**config.mk**
```make
export PLATFORM = sky130hd
export DESIGN_NAME = pci_tgt_seq
export DESIGN_NICKNAME = d
export VERILOG_FILES = /design/src/rtl/pci_tgt_seq.sv
export SDC_FILE = /design/constraint.sdc
export NUM_CORES = 1
export LEC_CHECK = 0
export ABC_AREA = 1
export CAP_MARGIN = 20
export CORE_ASPECT_RATIO = 0.75
export CORE_MARGIN = 4
export CORE_UTILIZATION = 40
export CTS_CLUSTER_DIAMETER = 40
export DETAILED_ROUTE_END_ITERATION = 16
export DONT_BUFFER_PORTS = 1
export GPL_TIMING_DRIVEN = 1
export HOLD_SLACK_MARGIN = 0.03
export PLACE_DENSITY = 0.56
export SLEW_MARGIN = 5
export SYNTH_ARGS = -nofsm -noshare
export SYNTH_HDL_FRONTEND = slang
export SYNTH_SLANG_ARGS = --single-unit
export TNS_END_PERCENT = 50
```
**constraint.sdc**
```tcl
create_clock -name CLK -period 3.2 [get_ports CLK]
set_input_delay 0.64 -clock CLK [delete_from_list [all_inputs] [get_ports CLK]]
set_output_delay 0.64 -clock CLK [all_outputs]
set_load 0.01 [all_outputs]
```
**src/rtl/pci_tgt_seq.sv**
```systemverilog
`default_nettype none
// ============================================================================
//  Module      : pci_tgt_seq
//  Description : PCI target transaction sequencer. Decodes the BAR hit and
//                command of an address phase, inserts programmed wait states,
//                drives s_ready/s_term/s_abort back to the core and produces
//                per-beat backend strobes with an incrementing word address.
//                Bursts are disconnected once MAX_BURST beats have moved.
//  Revision    : 1.0  initial release
// ============================================================================
module pci_tgt_seq #(
    parameter int         AW          = 10,      // backend word-address width
    parameter int         WAIT_STATES = 2,       // 0..15 target wait cycles
    parameter int         MAX_BURST   = 16,      // 2..256 beats per burst
    parameter logic [7:0] BAR_MASK    = 8'h07    // BARs served by this target
) (
    input  logic          CLK,
    input  logic          reset_n,
    input  logic [7:0]    base_hit,
    input  logic          addr_vld,
    input  logic [31:0]   addr,
    input  logic [15:0]   pci_cmd,
    input  logic          s_wrdn,
    input  logic          s_data,
    input  logic          s_data_vld,
    input  logic          bk_ready,
    output logic          s_ready,
    output logic          s_term,
    output logic          s_abort,
    output logic [7:0]    bar_sel,
    output logic [AW-1:0] word_addr,
    output logic          wr_en,
    output logic          rd_en
);

    // ------------------------------------------------------------------------
    // Constants
    // ------------------------------------------------------------------------
    // Memory read (6), memory write (7), read multiple (12), read line (14).
    localparam logic [15:0] c_CMD_SUPPORTED = 16'h50C0;
    localparam int          c_BW            = $clog2(MAX_BURST) + 1;
    localparam logic [c_BW-1:0] c_LAST_BEAT = c_BW'(MAX_BURST - 1);
    localparam logic [3:0]  c_WAIT_LOAD     = 4'(WAIT_STATES);

    typedef enum logic [2:0] {
        ST_IDLE  = 3'd0,
        ST_WAIT  = 3'd1,
        ST_XFER  = 3'd2,
        ST_TERM  = 3'd3,
        ST_ABORT = 3'd4
    } state_t;

    // ------------------------------------------------------------------------
    // Registers and wires
    // ------------------------------------------------------------------------
    state_t          r_state;
    state_t          w_state_nxt;

    logic [3:0]      r_wait_cnt;
    logic [c_BW-1:0] r_beat_cnt;
    logic            r_dir;          // 1 = write transaction
    logic [7:0]      r_bar_sel;
    logic [AW-1:0]   r_word_addr;
    logic            r_s_ready;
    logic            r_s_term;
    logic            r_s_abort;

    logic            w_accept;       // address phase taken this cycle
    logic            w_cmd_ok;
    logic            w_bad_req;      // must be target-aborted
    logic            w_beat;         // data beat moved this cycle
    logic            w_last_beat;
    logic            w_dir_nxt;
    logic            w_prefetch;     // first read fetch on entering XFER
    logic            w_unused_addr;

    // Address bits outside the word-address window do not affect the backend.
    assign w_unused_addr = ^{addr[31:AW+2], addr[1:0]};

    // ------------------------------------------------------------------------
    // Request decode
    // ------------------------------------------------------------------------
    // A command is served only if it is non-empty and uses supported bits alone.
    assign w_cmd_ok    = (pci_cmd != 16'h0000) &&
                         ((pci_cmd & ~c_CMD_SUPPORTED) == 16'h0000);
    assign w_bad_req   = ((base_hit & ~BAR_MASK) != 8'h00) || !w_cmd_ok;
    assign w_accept    = (r_state == ST_IDLE) && addr_vld && (base_hit != 8'h00);
    assign w_beat      = (r_state == ST_XFER) && s_data_vld;
    assign w_last_beat = (r_beat_cnt == c_LAST_BEAT);

    // Direction as it will be once the current cycle completes; needed so a
    // zero-wait read still prefetches on the IDLE->XFER edge.
    assign w_dir_nxt   = w_accept ? s_wrdn : r_dir;

    // ------------------------------------------------------------------------
    // Next-state logic
    // ------------------------------------------------------------------------
    // Sequence IDLE -> (WAIT) -> XFER -> (TERM) -> IDLE, or IDLE -> ABORT.
    always_comb begin
        w_state_nxt = r_state;
        case (r_state)
            ST_IDLE: begin
                if (w_accept) begin
                    if (w_bad_req) begin
                        w_state_nxt = ST_ABORT;
                    end else if (WAIT_STATES == 0) begin
                        w_state_nxt = ST_XFER;
                    end else begin
                        w_state_nxt = ST_WAIT;
                    end
                end
            end
            ST_WAIT: begin
                // The counter reaches zero on this cycle when it reads 1; once
                // at zero it parks there until the backend is ready.
                if ((r_wait_cnt <= 4'd1) && bk_ready) begin
                    w_state_nxt = ST_XFER;
                end
            end
            ST_XFER: begin
                // Master completion wins over the burst limit.
                if (!s_data) begin
                    w_state_nxt = ST_IDLE;
                end else if (w_beat && w_last_beat) begin
                    w_state_nxt = ST_TERM;
                end
            end
            ST_TERM: begin
                if (!s_data) begin
                    w_state_nxt = ST_IDLE;
                end
            end
            ST_ABORT: begin
                if (!s_data) begin
                    w_state_nxt = ST_IDLE;
                end
            end
            default: begin
                w_state_nxt = ST_IDLE;
            end
        endcase
    end

    // ------------------------------------------------------------------------
    // State and core-handshake registers
    // ------------------------------------------------------------------------
    // Handshake outputs are derived from the next state so they change on the
    // same edge as the state that causes them.
    always_ff @(posedge CLK or negedge reset_n) begin
        if (!reset_n) begin
            r_state   <= ST_IDLE;
            r_s_ready <= 1'b0;
            r_s_term  <= 1'b0;
            r_s_abort <= 1'b0;
        end else begin
            r_state   <= w_state_nxt;
            r_s_ready <= (w_state_nxt == ST_XFER) && bk_ready;
            r_s_term  <= (w_state_nxt == ST_TERM);
            r_s_abort <= (w_state_nxt == ST_ABORT);
        end
    end

    // ------------------------------------------------------------------------
    // Transaction context: BAR, direction, word address, wait and beat counts
    // ------------------------------------------------------------------------
    // Latched on an accepted address phase, then advanced by wait cycles and
    // data beats; nothing moves in ABORT or TERM.
    always_ff @(posedge CLK or negedge reset_n) begin
        if (!reset_n) begin
            r_bar_sel   <= 8'h00;
            r_dir       <= 1'b0;
            r_word_addr <= '0;
            r_wait_cnt  <= 4'd0;
            r_beat_cnt  <= '0;
        end else if (w_accept) begin
            r_bar_sel   <= base_hit;
            r_dir       <= s_wrdn;
            r_word_addr <= addr[AW+1:2];
            r_wait_cnt  <= c_WAIT_LOAD;
            r_beat_cnt  <= '0;
        end else begin
            if ((r_state == ST_WAIT) && (r_wait_cnt != 4'd0)) begin
                r_wait_cnt <= r_wait_cnt - 4'd1;
            end
            if (w_beat) begin
                r_word_addr <= r_word_addr + AW'(1);
                r_beat_cnt  <= r_beat_cnt + c_BW'(1);
            end
        end
    end

    // ------------------------------------------------------------------------
    // Backend strobes
    // ------------------------------------------------------------------------
    // A read fetches the first word while entering XFER so data is waiting
    // when s_ready rises; each read beat then advances to the next word.
    assign w_prefetch = (r_state != ST_XFER) && (w_state_nxt == ST_XFER) && !w_dir_nxt;

    assign wr_en     = w_beat && r_dir;
    assign rd_en     = (w_beat && !r_dir) || w_prefetch;

    assign s_ready   = r_s_ready;
    assign s_term    = r_s_term;
    assign s_abort   = r_s_abort;
    assign bar_sel   = r_bar_sel;
    assign word_addr = r_word_addr;

endmodule
`default_nettype wire

```
==> flow_metrics.py <==
metrics = {
    "routing": {
        "vias": 1551,
        "drt_wl_total_mm": 4.16,
        "drtAntennaViolNets": 0,
        "wl_met3_um": 355,
        "wl_met2_mm": 1.79,
        "drcViolationCount": 0,
        "routedWlPerCell_um": 13.4,
        "drtIter0Drc": 88,
        "top_layer_used": "met4",
        "drtPass1Iterations": 4,
        "vias_per_cell": 5.00,
        "wl_met1_mm": 1.96,
    },
    "worst_setup_path": {
        "worstPathArrival_ps": 1890,
        "required_ps": 2560,
        "end_kind": "primary output",
        "worstPathMaxFanout": 27,
        "cp-start-kind": "flop",
        "crit_type": "flop to primary output",
    },
    "timing": {
        "hold-worst-slack_ps": 48.0,
        "finalSetupViolCount": 0,
        "max_freq_ghz": 0.396,
        "fin_crit_sh": 0.789,
        "finalSetupTns_ps": 0,
        "period_needed_ps": 2530,
        "skew_ps": 4.08,
        "max_slew_margin": 0.714,
        "worst_slew_pin_slew_ps": 428,
        "drv_slew": 0,
        "hold_viol_final": 0,
        "rsz0062_at_grt": "false",
    },
    "final_layout": {
        "layout_commonest_cell": "nand2_1",
        "layout-drive-gt1-share": 0.0751,
        "antenna_cells": 0,
        "fin_util": 0.446,
        "nets": 322,
        "seq_area_um2": 851,
        "synthToLayoutAreaGrowth_pct": 6.09,
        "finalNonFillerCells": 310,
        "multiInputGateArea_um2": 902,
        "fill_cells": 477,
        "final_cell_mix": "nand2_1 (80), dfrtp_1 (34), nor2_1 (31), inv_1 (29), nand3_1 (16)",
    },
    "clock_tree": {
        "cts_tree": "built",
        "clockBufferDepth": 2,
        "clk_latency_ps": 280,
        "clock_sinks": 34,
        "cts_buffers": 5,
        "cts_root_buf": "clkbuf_8",
        "htreeDepth": 2,
        "clk_pin_slew_ps": 70,
        "cts_resized": 0,
    },
    "job": {
        "drv_cap": 0,
    },
    "logic_synthesis": {
        "yosysSeqAreaShare": 0.445,
        "ys_ff_latch": 34,
        "synth_warnings": 0,
        "yosys.area.top_type_share": 0.445,
        "syn_avg_cell_area_um2": 7.67,
        "yosysTopAreaCell": "dfrtp_1",
        "yosysUniqueCellTypes": 28,
        "syn_nets": 318,
        "synthTopCellsByArea": "dfrtp_1 (45%), nand2_1 (16%), nor2_1 (6.1%), inv_1 (5.7%), nand3_1 (4.2%)",
        "postSynthCellCount": 249,
        "syn_area_um2": 1910,
    },
    "place": {
        "hpwl_mm": 2.96,
        "port_buffers": 0,
        "gp_congestion": 0.733,
        "dp.cells": 302,
    },
    "power_and_ir_drop": {
        "p_per_area_nw_per_um2": 697,
        "power_mw": 1.41,
        "vdd.ir_drop.worst_v": 0.000351,
        "leakage_nw": 1.02,
    },
    "floorplanning": {
        "start_util": 0.420,
        "rows": 21,
        "die_x_um": 87.8,
        "dieArea_um2": 5960,
        "num_io_pins": 86,
        "floorplan.die.height_um": 67.9,
        "core_area_um2": 4550,
    },
    "outcome": {
        "outcome": "completed",
    },
    "min_path": {
        "hold_class": "primary input to async pin",
    },
    "grt": {
        "grt_overflow": 0,
        "antenna_found_initial": 0,
        "grt_pass1_wl_mm": 6.82,
        "grt_max_degree": 35,
        "grt_pass1_vias": 1441,
        "grt_use_total": 0.149,
    },
}
[cell usage after synthesis]
library cell	n
o21a_1	1
nand2_1	80
o21ai_2	1
nand3_2	4
inv_1	29
a211oi_1	1
ha_1	6
o21ai_1	1
dfrtp_1	34
nand3b_1	1
nand4_1	4
buf_4	1
nor2_1	31
nor3_2	1
nor3_1	3
nor2_2	3
inv_2	2
a22oi_1	1
o211ai_1	3
nor2_4	2
a21oi_1	8
xor2_1	2
nand3_1	16
xnor2_1	1
o21ai_0	8
o22ai_1	1
buf_6	3
nor2_8	1
[cell families (layout without fill, tap and decap cells)]
group,Yosys count,in the layout,synth area share
XOR/XNOR,3,3,0.0138
AND/OR/NAND/NOR,146,146,0.343
buffers and inverters,35,39,0.0825
adder cells (fa/ha/maj),6,6,0.0393
AO/OA/AOI/OAI,25,25,0.0760
flip-flops,34,34,0.445
[stage by stage]
stage	instance area (um2)	setup WS, ps
after floorplan	1910	1140
after global placement	1940	908
after detailed placement	1940	906
after CTS	2020	653
after global routing	2030	510
final	2030	674
[where the power goes]
group | switching [mW] | internal (mW) | leakage, nW
sequential | 0.189 | 0.557 | 0.432
combinational | 0.228 | 0.134 | 0.549
clock | 0.155 | 0.150 | 0.0383
total | 0.571 | 0.841 | 1.02
[what timing repair did]
| action | CTS | global route |
|---|---|---|
| buffers inserted | 0 | 0 |
| endpoints found under the hold margin | 0 | 7 |
| hold buffers | 0 | 1 |
[routing by layer]
metal	up-vias	GRT usage
met2	52	0.227
met3	5	0.0517
met1	701	0.200
li1	793	-
met5	-	0
met4	0	0.0460
[area by class of cell]
class | count | share of cell area
sequential | 34 | 0.420
multi-input combinational | 180 | 0.445
timing repair buffer | 1 | 0.00494
tap | 57 | 0.0352
clock buffer | 7 | 0.0377
inverter | 31 | 0.0574
[worst max-delay path: stages (launching register included)]
cell and delay (ps):
dfrtp_1 440, nor2_2 180, nand3_2 130, nor2_8 380
o21ai_0 200, o22ai_1 270
[final timing paths]
path	from	end	slack, ps	depth (start not counted)
min	reset_n	bar_sel[7]	50	0
max reg2reg	r_state[1]	word_addr[5]	1410	6
max	r_state[1]	rd_en	670	5
min in group CLK	base_hit[4]	bar_sel[4]	470	2
max in group asynchronous	reset_n	word_addr[7]	2220	1
min reg2reg	r_beat_cnt[4]	r_beat_cnt[4]	500	2
[registers in the layout, indices dropped and copies added (netlist names)]
register,count
s_ready,1
s_term,1
s_abort,1
r_beat_cnt,5
r_wait_cnt,4
r_state,3
r_dir,1
word_addr,10
bar_sel,8
Power figures use the tool's default switching activity.
